**src/rtl/if_fetch_unit.sv**
```systemverilog
// if_fetch_unit: MIPS instruction fetch with single-outstanding imem read and a small PC/instruction queue.
// Optional macro IF_ALIGN_CHK_EN: misaligned PCs skip memory and queue an address-error entry.
module if_fetch_unit #(
    parameter int ADDR_W = 32,
    parameter int DATA_W = 32,
    parameter int QDEPTH = 2
) (
    input  logic              clk,
    input  logic              rst,
    input  logic [ADDR_W-1:0] pc_in,
    input  logic              pc_valid,
    output logic              pc_ready,
    output logic              imem_req,
    output logic [ADDR_W-1:0] imem_addr,
    input  logic              imem_gnt,
    input  logic              imem_rvalid,
    input  logic [DATA_W-1:0] imem_rdata,
    input  logic              flush,
    output logic              inst_valid,
    output logic [DATA_W-1:0] inst_out,
    output logic [ADDR_W-1:0] inst_pc,
    output logic              inst_exc,
    input  logic              inst_ready,
    output logic              busy
);
    localparam int PW = $clog2(QDEPTH);
    localparam int CW = PW + 1;
    typedef enum logic [1:0] {IDLE, REQ, WAIT, DROP} state_t;
    state_t            r_state, w_next;
    logic [ADDR_W-1:0] r_addr;
    logic [CW-1:0]     r_count;
    logic [PW-1:0]     r_rd, r_wr;
    logic [DATA_W-1:0] r_q_data [QDEPTH];
    logic [ADDR_W-1:0] r_q_pc   [QDEPTH];
    logic              w_accept, w_fetch, w_pop, w_push_mem, w_push_exc, w_push;
    assign w_accept   = pc_valid && pc_ready;
    assign w_pop      = inst_valid && inst_ready;
    assign w_push_mem = (r_state == WAIT) && imem_rvalid && !flush;
    assign w_push     = w_push_mem || w_push_exc;
`ifdef IF_ALIGN_CHK_EN
    logic r_exc_pend;
    logic r_q_exc [QDEPTH];
    assign w_fetch    = w_accept && (pc_in[1:0] == 2'b00);
    assign w_push_exc = r_exc_pend;
    assign pc_ready   = (r_state == IDLE) && (r_count < CW'(QDEPTH)) && !flush && !r_exc_pend;
    assign inst_exc   = r_q_exc[r_rd];
    // A misaligned accept is remembered for one cycle, then queued as an error entry
    always_ff @(posedge clk or negedge rst) begin
        if (!rst) r_exc_pend <= 1'b0;
        else      r_exc_pend <= !flush && w_accept && !w_fetch;
    end
    // Error flag storage alongside each queue entry
    always_ff @(posedge clk or negedge rst) begin
        if (!rst) for (int i = 0; i < QDEPTH; i++) r_q_exc[i] <= 1'b0;
        else if (!flush && w_push) r_q_exc[r_wr] <= w_push_exc;
    end
`else
    assign w_fetch    = w_accept;
    assign w_push_exc = 1'b0;
    assign pc_ready   = (r_state == IDLE) && (r_count < CW'(QDEPTH)) && !flush;
    assign inst_exc   = 1'b0;
`endif
    assign inst_valid = r_count != '0;
    assign inst_out   = r_q_data[r_rd];
    assign inst_pc    = r_q_pc[r_rd];
    assign imem_addr  = r_addr;
    // State register and request address latch
    always_ff @(posedge clk or negedge rst) begin
        if (!rst) begin
            r_state <= IDLE;
            r_addr  <= '0;
        end else begin
            r_state <= w_next;
            if (w_accept) r_addr <= pc_in;
        end
    end
    // Next state: flush with a grant or mid-wait must still swallow the pending response
    always_comb begin
        w_next = r_state;
        unique case (r_state)
            IDLE: w_next = w_fetch ? REQ : IDLE;
            REQ:  w_next = imem_gnt ? (flush ? DROP : WAIT) : (flush ? IDLE : REQ);
            WAIT: w_next = imem_rvalid ? IDLE : (flush ? DROP : WAIT);
            DROP: w_next = imem_rvalid ? IDLE : DROP;
        endcase
    end
    // Outputs decoded from state
    always_comb begin
        imem_req = r_state == REQ;
        busy     = r_state != IDLE;
    end
    // Instruction queue; flush wins over push and pop
    always_ff @(posedge clk or negedge rst) begin
        if (!rst) begin
            r_count <= '0;
            r_rd    <= '0;
            r_wr    <= '0;
            for (int i = 0; i < QDEPTH; i++) begin
                r_q_data[i] <= '0;
                r_q_pc[i]   <= '0;
            end
        end else if (flush) begin
            r_count <= '0;
            r_rd    <= '0;
            r_wr    <= '0;
        end else begin
            if (w_push) begin
                r_q_data[r_wr] <= w_push_mem ? imem_rdata : '0;
                r_q_pc[r_wr]   <= r_addr;
                r_wr           <= r_wr + 1'b1;
            end
            if (w_pop) r_rd <= r_rd + 1'b1;
            r_count <= r_count + CW'(w_push) - CW'(w_pop);
        end
    end
endmodule

```
**config.mk**
```make
export PLATFORM = sky130hd
export DESIGN_NAME = if_fetch_unit
export DESIGN_NICKNAME = d
export VERILOG_FILES = /design/src/rtl/if_fetch_unit.sv
export SDC_FILE = /design/constraint.sdc
export NUM_CORES = 1
export LEC_CHECK = 0
export ABC_AREA = 1
export CELL_PAD_IN_SITES_DETAIL_PLACEMENT = 1
export CELL_PAD_IN_SITES_GLOBAL_PLACEMENT = 1
export CORE_ASPECT_RATIO = 2
export CORE_MARGIN = 1.5
export CORE_UTILIZATION = 25
export CTS_CLUSTER_SIZE = 20
export DETAILED_ROUTE_END_ITERATION = 12
export GPL_TIMING_DRIVEN = 0
export PLACE_DENSITY = 0.67
export SETUP_SLACK_MARGIN = 0.2
export SYNTH_ARGS = -nofsm -noshare
export SYNTH_HDL_FRONTEND = slang
export SYNTH_SLANG_ARGS = --single-unit
```
**constraint.sdc**
```tcl
create_clock -name clk -period 3.6 [get_ports clk]
set_input_delay 0.72 -clock clk [delete_from_list [all_inputs] [get_ports clk]]
set_output_delay 0.72 -clock clk [all_outputs]
set_load 0.005 [all_outputs]
```
==> impl_metrics.tcl, run 1 <==
set metrics [dict create \
    syn_nets 1038 \
    port_buffers 168 \
    ys.flop_type "dfrtp_1" \
    synth_top_family_by_area "simple AND/OR/NAND/NOR gates" \
    numClockSinks 166 \
    worstSkewPairLatency_ns 0.44 \
    layout-drive-gt1-share 0.07567 \
    post-cts-setup-buffers 0 \
    synth_edf_count 0 \
    drc 0 \
    dp_hpwl_um 20490 \
    finish.net_count 1226 \
    die_area_mm2 0.03167 \
    crit_buf_inv 3 \
    instances_no_fill 1532 \
    chipWidth_um 126.6 \
    max_stage_delay_ns 0.52 \
    cp_top_family "buffers and inverters" \
    drv_cap 0 \
    grt-ovfl-total 0 \
    core-area_mm2 0.03007 \
    yosysWarnings 0 \
    start_util 0.2540 \
    htree_levels 4 \
    critical_path.most_common_cell "nand2_1" \
    gp_congestion 0.7972 \
    drt_iter0_drc 356 \
    fin_skew_ns 0.008930 \
    async_flop_share 1.000 \
    cts_root_buffer "clkbuf_16" \
    fp.dieH_um 250.2 \
    critPathKind "reg -> out" \
    grt_max_degree 107 \
    ctsResizeCount 0 \
    num_vias 7196 \
    slew_viol_final 0 \
    p_total_w 0.008292 \
    cts_buffers 17 \
    synth_most_common_cell "nand2_1" \
    yosys.area_share.xor_xnor 0 \
    clockBufferDepth 2 \
    seqCellArea_mm2 0.004154 \
    first_pass_iters 4 \
    synth.avg_cell_area_um2 7.913 \
    grt_pass1_wl_um 43640 \
    first_global_vias 7698 \
    period_share 0.8496 \
    synth_commonest_cells "nand2_1 (526), dfrtp_1 (166), nand4_1 (97)" \
    worstMarginPinSlew_ns 0.6022 \
    powerDensity_mw_per_mm2 799.1 \
    rr_worst_depth 10 \
    cp.arrival_ns 2.34 \
    io_pins 172 \
    grtUsageTotal 0.1828 \
    via_per_inst 4.697 \
    seq_area_frac_synth 0.5440 \
    synth_area_leader_cell "dfrtp_1" \
    cts_tree "yes" \
    synthCells 965 \
    yosysUniqueCellTypes 19 \
    hold_class "in -> async" \
    rsz0062_at_grt "no" \
    setup_violations 0 \
    r2r_setup_slack_ns 1.51 \
    wl_per_cell_um 18.21 \
    wirelength_um 27910 \
    fin_crit_ns 3.059 \
    r2r-end "r_count[1]" \
    hold_viol 0 \
    start_kind "register" \
    ys_ff_latch 166 \
    crit_chain "buf_2, buf_1, nand2_1, nand2_1, clkdlybuf4s50_1" \
    power_leakage_nw 5.357 \
    cp-end-kind "primary output" \
    synth.area.top_cells "dfrtp_1 (54%), nand2_1 (26%), nand4_1 (7.9%)" \
    synth_top_area_share 0.5440 \
    synth-compound-area-share 0.002622 \
    cts_hold_buf 0 \
    nFillCells 3595 \
    synth_simple_gate_area_frac 0.3898 \
    crit_fanout 10 \
    fin_util 0.3451 \
    slew_headroom 0.5985 \
    peakVddDrop_mv 0.3497 \
    crit_required_ns 2.88 \
    max_freq_ghz 0.3269 \
    status "finished clean" \
    whs_ns 0.1931 \
    fp-row-count 90 \
    slowest_stage "clkdlybuf4s50_1" \
    r2r-start "r_state[0]" \
    ant_nets 0 \
    multiInputGateArea_mm2 0.003025 \
    synth_area_mm2 0.007636 \
    area_growth_pct 35.88 \
    antenna_found_initial 0 \
    synthAdderAreaFrac 0.003277 \
    muxShareOfSynthArea 0 \
    dp_cells 1502 \
    clkTransAtPathRegs_ns 0.06 \
]
## power by group
part	switching, W	internal [W]	leakage [nW]	total [W]
Combinational	0.00176	0.00162	2.91	0.00339
Sequential	0.000526	0.00258	2.18	0.00311
Clock	0.000758	0.00104	0.266	0.00180
Total	0.00305	0.00525	5.36	0.00829
## logic make-up (layout without fill, tap and decap cells)
kind of cell               count (synthesis)  after routing
adders and majority gates                  2              2
DFF                                      166            166
other                                      1              2
buffers and inverters                     90            288
and+or+nand+nor                          702            702
AOI/OAI and AO/OA                          4              4
## how the worst max path moves through the flow
stage | slack [ns] | endpoint | from | cells past startpoint
2_1_floorplan | 1.46 | r_count[0] | flush | 10
3_5_place_dp | 0.73 | r_count[1] | imem_rvalid | 11
3_3_place_gp | -5.41 | r_q_data[14] | rst | 1
6_report | 0.54 | inst_out[29] | r_rd | 5
5_1_grt | 0.35 | inst_pc[4] | r_rd | 5
4_1_cts | 0.30 | inst_pc[1] | r_rd | 6
## cell type report
| class | instances | area share |
|---|---|---|
| Antenna cell | 1 | 0.0002412 |
| Buffer | 77 | 0.03943 |
| Clock buffer | 20 | 0.04401 |
| Clock inverter | 9 | 0.01013 |
| Inverter | 13 | 0.004703 |
| Multi-Input combinational cell | 709 | 0.2916 |
| Sequential cell | 166 | 0.4003 |
| Tap cell | 368 | 0.04437 |
| Timing Repair Buffer | 169 | 0.1652 |
## registers in the layout (all words and copies together) (netlist names)
register / count
imem_addr: 32
r_count: 2
r_q_data: 64
r_q_pc: 64
r_rd: 1
r_state: 2
r_wr: 1
## cell usage in the layout (no fill, tap or decap)
cell type        count
nand2_1            526
clkdlybuf4s50_1    167
dfrtp_1            166
nand4_1             97
nand3_1             70
buf_2               41
clkbuf_16           17
clkbuf_1            15
inv_1               12
buf_4                8
buf_1                8
nor2_1               6
buf_6                5
clkinvlp_4           4
o21ai_0              3
clkinv_2             3
ha_1                 2
bufinv_16            2
clkbuf_8             2
diode_2              1
inv_2                1
nor2_4               1
clkbuf_2             1
nor3_1               1
a21oi_1              1
nor2_2               1
conb_1               1
buf_8                1
buf_16               1
## worst reg2reg max path: cells and delay by family, from the launching register on
kind | cells | cell delay, ns
AND/OR/NAND/NOR | 5 | 0.55
buffers and inverters | 3 | 0.50
adder cells (fa/ha/maj) | 2 | 0.47
flip-flops | 1 | 0.45
## per-stage QoR
step | TNS, ns | area [µm²] | worst slack (ns)
5_1_grt | 0 | 10370 | 0.3526
3_5_place_dp | 0 | 9811 | 0.7270
4_1_cts | 0 | 10370 | 0.2970
3_3_place_gp | -892.88 | 9778 | -5.405
2_1_floorplan | 0 | 7636 | 1.457
6_report | 0 | 10380 | 0.5414
## per-layer routing
| layer | vias to the layer above | share of wire | global-route usage |
|---|---|---|---|
| met4 | 0 | 0.035 | 0.08768 |
| met1 | 3507 | 0.38 | 0.1986 |
| met3 | 46 | 0.029 | 0.02563 |
| li1 | 3479 | - | - |
| met2 | 164 | 0.55 | 0.3427 |
| met5 | - | 0 | 0 |
No activity file was read; power rests on OpenSTA's default activity.
==> run 2, diff against run 1 <==
PLACE_DENSITY = 0.69   (was 0.67)
clock period = 2.76 ns   (was 3.6 ns; I/O delays follow)
==> impl_metrics.tcl, run 2 (synthesis results as in run 1) <==
set metrics [dict create \
    cts_buffers 17 \
    setup_violations 0 \
    critPathKind "reg -> out" \
    crit_required_ns 2.21 \
    grtUsageTotal 0.1849 \
    layout-drive-gt1-share 0.08576 \
    final_cell_area_mm2 0.01059 \
    whs_ns 0.01120 \
    rr_worst_depth 10 \
    powerDensity_mw_per_mm2 1072 \
    via_per_inst 4.710 \
    cts_tree "yes" \
    drv_cap 0 \
    r2r-start "r_state[0]" \
    antenna_found_initial 0 \
    num_vias 7225 \
    final_cell_mix "nand2_1 (525), dfrtp_1 (166), clkdlybuf4s50_1 (165), nand4_1 (97), nand3_1 (70)" \
    nFillCells 3552 \
    hold_viol 0 \
    grt-ovfl-total 0 \
    port_buffers 168 \
    status "finished clean" \
    clockBufferDepth 2 \
    area_growth_pct 38.64 \
    die_area_mm2 0.03167 \
    power_leakage_nw 5.486 \
    peakVddDrop_mv 0.4662 \
    place_area_mm2 0.009811 \
    finish.net_count 1227 \
    slew_headroom 0.5559 \
    slew_viol_final 0 \
    drc 0 \
    grt_max_degree 116 \
    fp-row-count 90 \
    cts_hold_buf 0 \
    htree_levels 4 \
    gp_congestion 0.7775 \
    p_total_w 0.01135 \
    grt_pass1_wl_um 44130 \
    drt_iter0_drc 262 \
    rsz0062_at_grt "no" \
    r2r-end "r_count[1]" \
    dp_hpwl_um 20410 \
    first_global_vias 7721 \
    cts_root_buffer "clkbuf_16" \
    diodes 0 \
    worstSkewPairLatency_ns 0.44 \
    first_pass_iters 4 \
    chipWidth_um 126.6 \
    clkTransAtPathRegs_ns 0.06 \
    hold_class "in -> async" \
    final_common_cell "nand2_1" \
    fp.dieH_um 250.2 \
    crit_fanout 10 \
    cp-end-kind "primary output" \
    worstMarginPinSlew_ns 0.6661 \
    fin_crit_ns 2.484 \
    core-area_mm2 0.03007 \
    wirelength_um 28210 \
    r2r_setup_slack_ns 0.65 \
    period_share 0.9001 \
    numClockSinks 166 \
    wl_per_cell_um 18.39 \
    start_kind "register" \
    fin_skew_ns 0.008253 \
    io_pins 172 \
    cp.arrival_ns 1.93 \
    start_util 0.2540 \
    max_freq_ghz 0.4025 \
    ant_nets 0 \
]
-- run 2: worst max-delay path by stage --
| stage | start | end | slack, ns | cells past startpoint |
|---|---|---|---|---|
| 3_5_place_dp | imem_rvalid | r_count[1] | 0.11 | 11 |
| 2_1_floorplan | flush | r_count[0] | 0.79 | 10 |
| 6_report | r_rd | inst_pc[19] | 0.28 | 5 |
| 4_1_cts | r_rd | inst_pc[22] | 0.16 | 6 |
| 3_3_place_gp | rst | r_q_data[17] | -6.07 | 1 |
| 5_1_grt | r_rd | inst_pc[19] | 0.20 | 5 |
-- run 2: what timing repair did --
item | CTS | global route
setup endpoints to repair | 64 | 44
buffers inserted | 1 | 0
resized for setup | 24 | 17
-- run 2: area by class of cell --
type / count / area [µm²] / area share
Sequential cell: 166 / 4154 / 0.3924
Multi-Input combinational cell: 709 / 3033 / 0.2865
Timing Repair Buffer: 170 / 1723 / 0.1627
Buffer: 77 / 508.0 / 0.04798
Tap cell: 368 / 460.4 / 0.04349
Clock buffer: 19 / 432.9 / 0.04089
Clock inverter: 12 / 226.5 / 0.02139
Inverter: 13 / 48.80 / 0.004609
-- run 2: per-stage QoR --
| stage | utilization | TNS [ns] | instances | setup WS, ns |
|---|---|---|---|---|
| detailed placement | 0.3263 | 0 | 1502 | 0.1080 |
| floorplan | - | 0 | 965 | 0.7852 |
| global route | 0.3521 | 0 | 1534 | 0.1951 |
| CTS | 0.3503 | 0 | 1534 | 0.1646 |
| global placement | 0.3252 | -1003.96 | 1501 | -6.067 |
| finish | 0.3521 | 0 | 1534 | 0.2756 |
-- run 2: power breakdown --
group / total (W) / switching (W) / internal [W]
combinational: 0.00454 / 0.00233 / 0.00222
clock: 0.00274 / 0.00104 / 0.00170
sequential: 0.00407 / 0.000701 / 0.00337
total: 0.0113 / 0.00407 / 0.00728
-- run 2: critical path, cell delays in order, from the launching register on --
cell and delay [ns]:
dfrtp_1 0.39, buf_6 0.19, buf_4 0.20, nand2_1 0.06, nand2_1 0.12, clkdlybuf4s50_1 0.52
-- run 2: metal layers --
metal  up-vias  GRT usage  share of wire
met1      3549     0.2003           0.39
met4         0    0.08342          0.035
met5         -          0              0
met2       139     0.3486           0.55
met3        49    0.02777          0.026
li1       3488          -              -
==> run 3, diff against run 2 <==
REMOVE_ABC_BUFFERS = 1   (was unset)
SETUP_SLACK_MARGIN = 0.1   (was 0.2)
==> impl_metrics.tcl, run 3 (synthesis results as in run 1) <==
set metrics [dict create \
    slew_viol_final 0 \
    cp_top_family "buffers and inverters" \
    nFillCells 3570 \
    slew_headroom 0.3396 \
    finalWorstSetupSlack_ns 0.1819 \
    fp.dieH_um 250.2 \
    fp-row-count 90 \
    max_freq_ghz 0.3879 \
    drt_iter0_drc 324 \
    grt_util_met3 0.02542 \
    critical_path.most_common_cell "nand2_1" \
    use_met2 0.3310 \
    crit_chain "inv_8, nand2_1, nand2_1, clkdlybuf4s50_1" \
    first_pass_iters 5 \
    area_growth_pct 36.67 \
    power_leakage_nw 5.301 \
    max_stage_delay_ns 0.62 \
    crit_fanout 32 \
    top_usage_layer "met2" \
    period_share 0.9341 \
    io_pins 172 \
    grt_pass1_wl_um 43850 \
    hold_class "in -> async" \
    grt_max_degree 113 \
    grtUsageTotal 0.1830 \
    diodes 0 \
    grt-ovfl-total 0 \
    cts_buffers 17 \
    tns_ns 0 \
    peakVddDrop_mv 0.6399 \
    clkTransAtPathRegs_ns 0.07 \
    drc 0 \
    fin_skew_ns 0.007933 \
    htree_levels 4 \
    worstMarginPinSlew_ns 0.9882 \
    hold_viol 0 \
    place_ws_ns -0.4452 \
    dp_hpwl_um 16350 \
    wirelength_um 27460 \
    fin_crit_ns 2.578 \
    via_per_inst 4.834 \
    fin_util 0.3471 \
    numClockSinks 166 \
    start_util 0.2540 \
    crit_required_ns 2.21 \
    grt_use_met1 0.2134 \
    crit_buf_inv 2 \
    worstSkewPairLatency_ns 0.45 \
    rsz0062_at_grt "yes" \
    cts_tree "yes" \
    ant_nets 0 \
    gp_congestion 0.7336 \
    status "finished clean" \
    cts_hold_buf 0 \
    layout-drive-gt1-share 0.05339 \
    slowest_stage "dfrtp_4" \
    drv_cap 0 \
    cp.arrival_ns 2.03 \
    finish.net_count 1165 \
    whs_ns 0.01538 \
    die_area_mm2 0.03167 \
    num_vias 7120 \
    p_total_w 0.01124 \
    cts_root_buffer "clkbuf_16" \
    setup_violations 0 \
    start_kind "register" \
    cp-end-kind "primary output" \
    port_buffers 170 \
    wl_per_cell_um 18.64 \
    final_common_cell "nand2_1" \
    first_global_vias 7620 \
    clockBufferDepth 2 \
    critPathKind "reg -> out" \
    powerDensity_mw_per_mm2 1077 \
    antenna_found_initial 0 \
    core-area_mm2 0.03007 \
    chipWidth_um 126.6 \
    final_cell_mix "nand2_1 (525), clkdlybuf4s50_1 (168), dfrtp_1 (165), nand4_1 (97), nand3_1 (68)" \
]
-- run 3: worst register-to-register path, delay by kind of cell (launching register included) --
kind / cells / cell delay (ns)
DFF: 1 / 0.40
buffers and inverters: 2 / 0.89
and+or+nand+nor: 4 / 1.11
-- run 3: final cells by class --
cell class / instances / area [µm²] / share of cell area
flip-flops and latches: 166 / 4158 / 0.3984
clock buffers: 20 / 456.7 / 0.04376
well taps: 368 / 460.4 / 0.04412
repair buffers: 184 / 2007 / 0.1923
inverters: 13 / 72.57 / 0.006954
clock inverters: 12 / 200.2 / 0.01918
multi-input cells: 709 / 3070 / 0.2942
repair inverters: 1 / 11.26 / 0.001079
-- run 3: path summary, 6_finish.rpt --
kind | start | endpoint | slack [ns] | depth (start not counted)
max in group asynchronous | rst | r_q_pc[5] | 1.75 | 2
max reg2reg | r_wr | r_q_pc[14] | 0.30 | 6
min | rst | imem_addr[14] | 0.02 | 1
min reg2reg | r_q_pc[61] | r_q_pc[61] | 0.47 | 2
max | r_rd | inst_pc[17] | 0.18 | 4
min in group clk | r_q_pc[61] | r_q_pc[61] | 0.47 | 2
-- run 3: stage by stage --
step | area [µm²] | cells
floorplan | 7228 | 888
global placement | 9390 | 1426
detailed placement | 9669 | 1436
CTS | 10430 | 1473
global route | 10440 | 1473
finish | 10440 | 1473
-- run 3: report_power, final --
part	internal [W]	total (W)	leakage, nW	switching (W)
clock	0.00165	0.00270	0.312	0.00104
sequential	0.00337	0.00408	2.18	0.000711
combinational	0.00217	0.00447	2.81	0.00230
total	0.00719	0.0112	5.30	0.00405
-- run 3: per-layer routing --
layer / vias up / wire (µm)
li1: 3370 / -
met1: 3576 / 11060
met2: 139 / 15020
met3: 35 / 665
met4: 0 / 711
met5: - / 0
-- run 3: timing repair --
item | 4_1_cts | 5_1_grt
gates resized for setup | 6 | 1
setup endpoints to repair | 98 | 5
setup buffers | 4 | 0
cloned | 1 | 0
